[src/rtl/fetch_unit.sv]
// fetch_unit -- instruction-fetch front end.
//   Holds the PC, fetches one word at a time from instruction memory over a
//   req/ready handshake and presents it (with valid) to the decoder. When the
//   presented instruction is accepted, the PC advances by 4 or is redirected
//   to branch_target.
// Ports:
//   clk, rst_n                 clock, asynchronous active-low reset
//   imem_req/addr              fetch request and word-aligned address
//   imem_rdata/ready/err       memory response (err qualified by ready)
//   stall                      downstream not accepting the presented instr
//   pc_src, branch_target      redirect, sampled only on the accept cycle
//   instr_valid, instr         presented instruction
//   cond/op/funct/rd/sh        decoder fields sliced from instr
//   pc_out, pc_plus8           address of presented instr and that + 8
//   fault                      sticky fetch-error flag (cleared only by reset)
//   retired_cnt                count of accepted instructions (wraps)
module fetch_unit #(
  parameter int unsigned     ADDR_W   = 32,
  parameter logic [ADDR_W-1:0] RESET_PC = '0
) (
  input  logic              clk,
  input  logic              rst_n,
  output logic              imem_req,
  output logic [ADDR_W-1:0] imem_addr,
  input  logic [31:0]       imem_rdata,
  input  logic              imem_ready,
  input  logic              imem_err,
  input  logic              stall,
  input  logic              pc_src,
  input  logic [ADDR_W-1:0] branch_target,
  output logic              instr_valid,
  output logic [31:0]       instr,
  output logic [3:0]        cond,
  output logic [1:0]        op,
  output logic [5:0]        funct,
  output logic [3:0]        rd,
  output logic [1:0]        sh,
  output logic [ADDR_W-1:0] pc_out,
  output logic [ADDR_W-1:0] pc_plus8,
  output logic              fault,
  output logic [31:0]       retired_cnt
);

  typedef enum logic [1:0] {
    IDLE,
    FETCH,
    HOLD,
    FAULT
  } state_t;

  state_t            state, state_nxt;
  logic [ADDR_W-1:0] pc;
  logic              accept;
  logic              fetch_done;
  logic              fetch_err;

  // Handshake qualifiers; memory responses outside FETCH are ignored.
  assign fetch_done = (state == FETCH) && imem_ready && !imem_err;
  assign fetch_err  = (state == FETCH) && imem_ready && imem_err;
  assign accept     = (state == HOLD) && !stall;

  always_comb begin
    state_nxt   = state;
    imem_req    = 1'b0;
    instr_valid = 1'b0;
    fault       = 1'b0;
    unique case (state)
      IDLE: state_nxt = FETCH;
      FETCH: begin
        imem_req = 1'b1;
        if (fetch_err)       state_nxt = FAULT;
        else if (fetch_done) state_nxt = HOLD;
      end
      HOLD: begin
        instr_valid = 1'b1;
        if (accept) state_nxt = FETCH;
      end
      FAULT: fault = 1'b1;
      default: state_nxt = IDLE;
    endcase
  end

  always_ff @(posedge clk or negedge rst_n) begin
    if (!rst_n) begin
      state       <= IDLE;
      pc          <= RESET_PC;
      instr       <= '0;
      retired_cnt <= '0;
    end else begin
      state <= state_nxt;
      if (fetch_done) instr <= imem_rdata;
      if (accept) begin
        retired_cnt <= retired_cnt + 32'd1;
        if (pc_src) pc <= {branch_target[ADDR_W-1:2], 2'b00};
        else        pc <= pc + ADDR_W'(4);
      end
    end
  end

  // pc only changes on accept, so it doubles as the presented address and
  // stays stable for the whole of an outstanding request.
  assign imem_addr = pc;
  assign pc_out    = pc;
  assign pc_plus8  = pc + ADDR_W'(8);

  assign cond  = instr[31:28];
  assign op    = instr[27:26];
  assign funct = instr[25:20];
  assign rd    = instr[15:12];
  assign sh    = instr[6:5];

endmodule

[config.mk]
export PLATFORM = sky130hd
export DESIGN_NAME = fetch_unit
export DESIGN_NICKNAME = d
export VERILOG_FILES = /design/src/rtl/fetch_unit.sv
export SDC_FILE = /design/constraint.sdc
export NUM_CORES = 1
export LEC_CHECK = 0
export BUFFER_PORTS_ARGS = -buffer_cell sky130_fd_sc_hd__buf_2
export CORE_UTILIZATION = 48
export DETAILED_ROUTE_END_ITERATION = 8
export PLACE_DENSITY = 0.88
export SYNTH_ARGS = -nofsm -noshare
export SYNTH_HDL_FRONTEND = slang
export SYNTH_SLANG_ARGS = --single-unit
[constraint.sdc]
create_clock -name clk -period 2.3 [get_ports clk]
set_input_delay 0.345 -clock clk [delete_from_list [all_inputs] [get_ports clk]]
set_output_delay 0.345 -clock clk [all_outputs]
set_load 0.1 [all_outputs]
==> flow_summary.toml, run 1 <==
[outcome]
status = "complete, but fails checks"
violations = "setup timing"

[power_and_ir_drop]
vdd_drop_max_v = 0.001212
powerDensity_mw_per_mm2 = 1043
total_power_mw = 8.765
leakage_nw = 4.084

[global_route]
grt_pass1_wl_um = 25640
grt_max_degree = 70
grt_busiest_layer = "met2"
grt_usage_pct = 28.15
antenna_found_initial = 1
met2_usage_pct = 50.80
grt_pass1_vias = 5118
overflow = 0
grt_util_met3_pct = 3.880
grtUsageMet1_pct = 33.37

[final_layout]
drive_gt1_share_pct = 57.82
fin_nets = 867
final_common_cell = "buf_2"
stdcell_count = 943
area_growth_pct = 49.58
multi_input_area_mm2 = 0.003303
layout_common_cells = "buf_2 (217), dfrtp_1 (58), buf_4 (56)"
stdcell_area_mm2 = 0.008399
n_fill_cell = 779
seqCellArea_mm2 = 0.002492

[floorplan]
die_y_um = 110.2
core_mm2 = 0.01142
dieArea_mm2 = 0.01214
ios = 251
std_cell_rows = 39
initial_core_util_pct = 49.18
fp.dieW_um = 110.2

[sta]
setup_violations = 11
timing.hold.ws_ps = 230.0
drv_slew = 0
rsz0062_at_grt = "true"
min_period_ps = 2523
fmax_mhz = 396.3
fin_skew_ps = 12.48
setup_tns_ps = -1498
worst_slack_ps = -223.0
worstMarginPinSlew_ps = 570.0
hold_viol_final = 0
min_period_over_period_pct = 109.7
max_slew_margin_pct = 62.26

[hold_path]
worstHoldStart = "imem_rdata[1]"
hold_depth = 2
holdPathEnd = "instr[1]"
hp-class = "primary input to flip-flop"

[drt]
via_count = 5262
drtAntennaViolNets = 0
drc = 0
drt-wirelength-per-cell_um = 17.93
vias_per_cell = 5.580
wirelength_um = 16910
first_pass_iters = 5
drtIter0Drc = 303

[clock_network]
htree_num_levels = 3
worstSkewPairLatency_ps = 340
clkSinkCount = 96
cts.clk_slew.worst_paths_ps = 80
cts_tree = "built"
cts_buffers = 9
clockRootBuffer = "clkbuf_16"
clockBufferDepth = 2

[placed_design]
dpl_cell_area_mm2 = 0.007770
numPortBuffers = 242
hpwl_um = 12510
place_inst = 900
place.gp.congestion = 0.8972

[yosys]
synth-warning-count = 0
ys_seq_area_share_pct = 42.78
ys.flop_type = "dfrtp_1"
syn-cell-area_mm2 = 0.005615
synthCells = 565
synthArstFlopShare_pct = 100.0
ys_ff_latch = 96
synth_edf_count = 0
avgSynthCellArea_um2 = 9.939
ys_types = 55

[setup_path]
timing.rr.end = "imem_addr[28]"
endpoint_kind = "output pin"
r2r_start = "imem_addr[3]"
start_kind = "flip-flop"
critical_path_arrival_ps = 2180
path_max_fanout = 9
ff2ff_setup_slack_ps = 170
worstPathRequired_ps = 1960
path_class = "flip-flop to output pin"
rr_worst_depth = 8

[run]
max-cap-violations = 0
## synth_stat cells, types with 5 or more instances
master	number	area share, %
nand3_1	29	2.6
a21oi_1	25	2.2
nand4_1	20	2.2
and2_1	7	0.78
clkbuf_1	18	1.2
o22ai_1	5	0.56
and4_1	6	0.94
buf_2	13	1.2
mux2_2	32	6.4
inv_1	10	0.67
xnor2_1	48	7.5
and3_1	13	1.4
xor2_1	10	1.6
nor3_1	7	0.62
buf_4	56	7.5
nor2_1	22	1.5
a22oi_1	5	0.67
nor2b_1	5	0.56
dfrtp_1	96	43
buf_1	5	0.33
nand2_1	44	2.9
o21ai_0	24	2.1
## metal layers
metal	vias to the layer above	wire length [µm]
li1	2399	-
met1	2525	6397
met2	297	8801
met3	41	1216
met4	0	492
met5	-	0
## worst max-delay path: stages (launching register included)
cell and delay, ps:
dfrtp_4 510, nand2_2 100, nor4_4 250, buf_4 180, and2_4 170, nand4_1 210, xnor2_4 220, buf_12 190
## metrics by stage
step	util, %	setup WS, ps
2_1_floorplan	-	-478.3
3_3_place_gp	68.05	125.1
3_5_place_dp	68.05	79.31
4_1_cts	73.23	-240.5
5_1_grt	73.56	-296.1
6_report	73.56	-223.0
## worst max path at each step
stage | start | endpoint | cells after the start
3_3_place_gp | imem_addr[12] | pc_plus8[29] | 7
6_report | imem_addr[8] | pc_plus8[29] | 7
2_1_floorplan | imem_addr[10] | pc_plus8[29] | 6
4_1_cts | imem_addr[12] | pc_plus8[29] | 7
5_1_grt | imem_addr[13] | pc_plus8[29] | 7
3_5_place_dp | imem_addr[12] | pc_plus8[29] | 7
## state kept, by name, indices dropped and copies added (netlist names)
name,flops
state,2
instr,32
imem_addr,30
retired_cnt,32
## layout make-up
class | instances | area share, %
Multi-Input combinational cell | 372 | 39.33
Sequential cell | 96 | 29.67
Timing Repair Buffer | 305 | 24.86
Clock buffer | 9 | 2.681
Tap cell | 143 | 2.130
Clock inverter | 7 | 0.8491
Inverter | 10 | 0.4469
Antenna cell | 1 | 0.02979
## cells by family after synthesis
group           after synthesis  share of synthesized area, %
compound gates               88                         9.916
buf+inv                     102                         10.85
simple gates                181                         19.54
other cells                   1                       0.06678
fa+ha+maj                     3                        0.6685
flops                        96                         42.78
xor+xnor                     58                         9.046
mux                          36                         7.130
## timing repair
action	CTS	global route
gates resized for setup	25	5
endpoints found under the setup margin	17	19
hold buffers	1	0
endpoints found under the hold margin	27	0
setup buffers	23	2
pin swaps	16	10
## power by group
group,switching (mW),internal [mW]
logic,4.18,0.929
registers,0.222,1.95
clock network,0.714,0.767
total,5.12,3.65
Power figures use the tool's default switching activity.
==> inputs of run 2 (changes only) <==
Settings changed: CELL_PAD_IN_SITES_DETAIL_PLACEMENT set to 1, CELL_PAD_IN_SITES_GLOBAL_PLACEMENT set to 1, CORE_UTILIZATION 48 to 35.
==> flow_summary.toml, run 2 (synthesis results as in run 1) <==
[floorplan]
ios = 251
fp.dieW_um = 128.7
dieArea_mm2 = 0.01655
core_mm2 = 0.01543
die_y_um = 128.7
initial_core_util_pct = 36.40
std_cell_rows = 45

[sta]
worstMarginPinSlew_ps = 566.0
min_period_over_period_pct = 111.6
worst_slack_ps = -266.4
rsz0062_at_grt = "true"
hold_viol_final = 0
min_period_ps = 2566
fin_skew_ps = 9.035
setup_violations = 16
max_slew_margin_pct = 62.27
drv_slew = 0
fmax_mhz = 389.6

[clock_network]
clockBufferDepth = 2
cts.clk_slew.worst_paths_ps = 70
worstSkewPairLatency_ps = 340
clockRootBuffer = "clkbuf_16"
cts_buffers = 9
clkSinkCount = 96
htree_num_levels = 3
cts_tree = "built"

[global_route]
overflow = 0
grt_max_degree = 42
grt_usage_pct = 25.13
antenna_found_initial = 0
grt_pass1_vias = 5831
grt_pass1_wl_um = 31770

[setup_path]
worstPathRequired_ps = 1960
r2r_start = "imem_addr[3]"
endpoint_kind = "output pin"
path_class = "flip-flop to output pin"
timing.rr.end = "imem_addr[28]"
rr_worst_depth = 7
critical_path_arrival_ps = 2220
ff2ff_setup_slack_ps = 170
path_max_fanout = 3
start_kind = "flip-flop"

[final_layout]
stdcell_count = 1017
fin_nets = 875
area_growth_pct = 52.76
antenna_cells = 0
n_fill_cell = 1738
final_common_cell = "buf_2"
stdcell_area_mm2 = 0.008578
seqCellArea_mm2 = 0.002492
drive_gt1_share_pct = 58.56
multi_input_area_mm2 = 0.003339
layout_common_cells = "buf_2 (217), buf_4 (59), dfrtp_1 (58)"

[run]
max-cap-violations = 0

[power_and_ir_drop]
intPower_mw = 3.653
switching_power_mw = 5.148
vdd_drop_max_v = 0.0008686
comb_power_share_pct = 59.0
powerDensity_mw_per_mm2 = 1026
leakage_nw = 4.184
p_sw_share_pct = 58.49
seqPwrFrac_pct = 24.7
clkPwrFrac_pct = 16.3

[placed_design]
place.gp.congestion = 0.8250
numPortBuffers = 242
dpl_cell_area_mm2 = 0.007930
hpwl_um = 14890
place_inst = 978
pre_cts_ws_ps = 33.52

[drt]
drt-wirelength-per-cell_um = 19.65
drtIter0Drc = 263
drc = 0
wirelength_um = 19980
via_count = 5309
drtAntennaViolNets = 0
first_pass_iters = 4
vias_per_cell = 5.220

[outcome]
status = "complete, but fails checks"
violations = "setup timing"

[hold_path]
holdPathEnd = "instr[12]"
worstHoldStart = "imem_rdata[12]"
hold_depth = 2
hp-class = "primary input to flip-flop"
-- run 2: cell types whose count changed in the layout (fill, tap and decap cells not counted), moves of 2 or more --
cell | before | now
nand2_1 | 37 | 33
nand2_4 | 3 | 7
buf_4 | 56 | 59
buf_6 | 5 | 8
buf_8 | 1 | 3
inv_6 | 3 | 1
-- run 2: worst max-delay path by stage --
stage	startpoint	endpoint	slack [ps]	cells after the start
2_1_floorplan	imem_addr[10]	pc_plus8[29]	-480	6
3_3_place_gp	imem_addr[12]	pc_plus8[29]	60	6
3_5_place_dp	imem_addr[12]	pc_plus8[29]	30	6
4_1_cts	imem_addr[4]	pc_plus8[29]	-310	7
5_1_grt	imem_addr[3]	pc_plus8[29]	-380	7
6_report	imem_addr[4]	pc_plus8[31]	-270	8
-- run 2: cell type report --
type                       instances  share of cell area (%)
multi-input combinational        372                   38.93
inverter                          10                  0.4376
sequential                        96                   29.05
timing repair buffer             313                   25.35
clock buffer                      10                   2.669
tap                              211                   3.078
clock inverter                     5                  0.4813
-- run 2: power groups by stage --
stage          Clock, mW  Combinational, mW  Sequential [mW]
2_1_floorplan          0               2.65             3.88
3_3_place_gp           0               5.00             2.20
3_5_place_dp           0               5.06             2.23
4_1_cts             1.46               5.16             2.18
5_1_grt             1.53               5.32             2.21
6_report            1.43               5.19             2.17
-- run 2: per-stage QoR --
stage / utilization [%] / power [mW] / hold WS (ps) / TNS [ps]
after floorplan: - / 6.525 / 49.41 / -6669
after global placement: 51.40 / 7.202 / 369.9 / 0
after detailed placement: 51.40 / 7.289 / 371.8 / 0
after CTS: 55.12 / 8.801 / 211.8 / -2397
after global routing: 55.60 / 9.055 / 212.3 / -3396
final: 55.60 / 8.801 / 225.4 / -1980
-- run 2: metal layers --
| metal | vias to the layer above | global-route usage, % | part of all wire, % |
|---|---|---|---|
| met1 | 2639 | 28.83 | 37 |
| met2 | 229 | 46.58 | 54 |
| met5 | - | 0 | 0 |
| met3 | 36 | 3.825 | 6.1 |
| li1 | 2405 | - | - |
| met4 | 0 | 10.10 | 2.5 |
-- run 2: what timing repair did --
item,in CTS,in global routing
pin swaps,18,15
hold buffers,1,0
setup buffers,19,9
endpoints found under the setup margin,20,23
gates resized for setup,36,10
endpoints found under the hold margin,24,0
-- run 2: critical path: stages (launching register included) --
cell	delay, ps
dfrtp_4	430
ha_4	150
nand3_4	90
nor4_4	330
buf_4	190
nand2_4	50
nor4_4	260
xor2_4	190
buf_12	190
==> inputs of run 3 (changes only) <==
Settings changed: GPL_ROUTABILITY_DRIVEN set to 0, SKIP_CTS_REPAIR_TIMING set to 1.
==> flow_summary.toml, run 3 (synthesis results as in run 1) <==
[setup_path]
rr_worst_depth = 7
worstPathRequired_ps = 1960
timing.rr.end = "imem_addr[28]"
r2r_start = "imem_addr[3]"
slowest_stage = "dfrtp_4"
path_class = "flip-flop to output pin"
max_stage_delay_ps = 430
path_max_fanout = 3
path_common_cell = "nor4_4"
start_kind = "flip-flop"
endpoint_kind = "output pin"
crit_chain = "ha_4 > nand3_4 > nor4_4 > buf_4 > nand2_4 > nor4_4 > xor2_4 > buf_12"
critical_path_arrival_ps = 2220
ff2ff_setup_slack_ps = 180

[final_layout]
fin_nets = 874
multi_input_area_mm2 = 0.003342
drive_gt1_share_pct = 58.63
layout_common_cells = "buf_2 (216), buf_4 (60), dfrtp_1 (58)"
seqCellArea_mm2 = 0.002492
area_growth_pct = 52.54
n_fill_cell = 1730
stdcell_area_mm2 = 0.008566
antenna_cells = 0
final_common_cell = "buf_2"

[sta]
worstMarginPinSlew_ps = 563.2
rsz0062_at_grt = "true"
worst_slack_ps = -264.0
fin_skew_ps = 8.521
hold_viol_final = 12
min_period_over_period_pct = 111.5
timing.hold.ws_ps = -13.70
max_slew_margin_pct = 62.45
setup_violations = 14
drv_slew = 0
min_period_ps = 2564
fmax_mhz = 390.0

[global_route]
grt_pass1_wl_um = 30300
grt_pass1_vias = 5630
grt_usage_pct = 23.92
antenna_found_initial = 0
overflow = 0
grt_max_degree = 42

[floorplan]
die_y_um = 128.7
fp.dieW_um = 128.7
core_mm2 = 0.01543
initial_core_util_pct = 36.40
dieArea_mm2 = 0.01655
std_cell_rows = 45
ios = 251

[placed_design]
numPortBuffers = 242
dpl_cell_area_mm2 = 0.007930
hpwl_um = 14890
pre_cts_ws_ps = 33.52

[drt]
vias_per_cell = 5.246
drtIter0Drc = 269
via_count = 5330
drt-wirelength-per-cell_um = 19.73
first_pass_iters = 4
wirelength_um = 20040
drc = 0
drtAntennaViolNets = 0

[power_and_ir_drop]
vdd_drop_max_v = 0.0008673
powerDensity_mw_per_mm2 = 1027
intPower_mw = 3.643
clkPwrFrac_pct = 16.3
comb_power_share_pct = 58.7
p_sw_share_pct = 58.60
leakage_nw = 4.145
seqPwrFrac_pct = 25.0
switching_power_mw = 5.155

[clock_network]
worstSkewPairLatency_ps = 350
cts_buffers = 9
htree_num_levels = 3
clockBufferDepth = 2
clockRootBuffer = "clkbuf_16"
cts_tree = "built"
clkSinkCount = 96
cts.clk_slew.worst_paths_ps = 70

[outcome]
violations = "hold timing, setup timing"
status = "complete, but fails checks"

[hold_path]
hp-class = "primary input to async pin"

[run]
max-cap-violations = 0
[run 3: changes by cell type in the layout (fill, tap and decap cells not counted), moves of 2 or more]
cell,before,now
nand2_2,4,6
buf_6,8,6
nand2_4,7,5
clkbuf_4,0,2
[run 3: power groups by stage]
stage,Clock [mW],Combinational (mW),Sequential (mW)
6_report,1.44,5.16,2.20
3_5_place_dp,0,5.06,2.23
3_3_place_gp,0,5.00,2.20
2_1_floorplan,0,2.65,3.88
5_1_grt,1.53,5.28,2.23
4_1_cts,1.46,5.07,2.20
[run 3: cell type report]
| type | count | area share (%) |
|---|---|---|
| clock buffers | 10 | 2.673 |
| clock inverters | 5 | 0.4820 |
| inverters | 10 | 0.4382 |
| multi-input cells | 372 | 39.02 |
| flip-flops and latches | 96 | 29.10 |
| well taps | 211 | 3.082 |
| repair buffers | 312 | 25.21 |
[run 3: worst max-delay path, delay by kind of cell (launching register included)]
| kind | cells | cell delay, ps |
|---|---|---|
| xor gates and xnor gates | 1 | 190 |
| adders and majority gates | 1 | 160 |
| buffers and inverters | 2 | 380 |
| DFF | 1 | 430 |
| and+or+nand+nor | 4 | 720 |
[run 3: routing by layer]
metal  part of all wire [%]  global-route usage [%]
met1                     38                   28.09
met2                     54                   43.78
met3                    5.8                   3.701
met4                    2.0                   9.066
met5                      0                       0
[run 3: metrics by stage]
stage          total power, mW  cells  setup TNS, ps  util, %
3_5_place_dp             7.289    978              0    51.40
6_report                 8.798   1016          -2028    55.52
4_1_cts                  8.727    993          -3887    53.15
3_3_place_gp             7.202    978              0    51.40
2_1_floorplan            6.525    570          -6669        -
5_1_grt                  9.044   1016          -3524    55.52
[run 3: worst max path at each step]
stage | from | cells after the start | endpoint | slack (ps)
global placement | imem_addr[12] | 6 | pc_plus8[29] | 60
CTS | imem_addr[12] | 6 | pc_plus8[29] | -350
detailed placement | imem_addr[12] | 6 | pc_plus8[29] | 30
floorplan | imem_addr[10] | 6 | pc_plus8[29] | -480
global route | imem_addr[3] | 7 | pc_plus8[29] | -390
finish | imem_addr[4] | 8 | pc_plus8[31] | -260
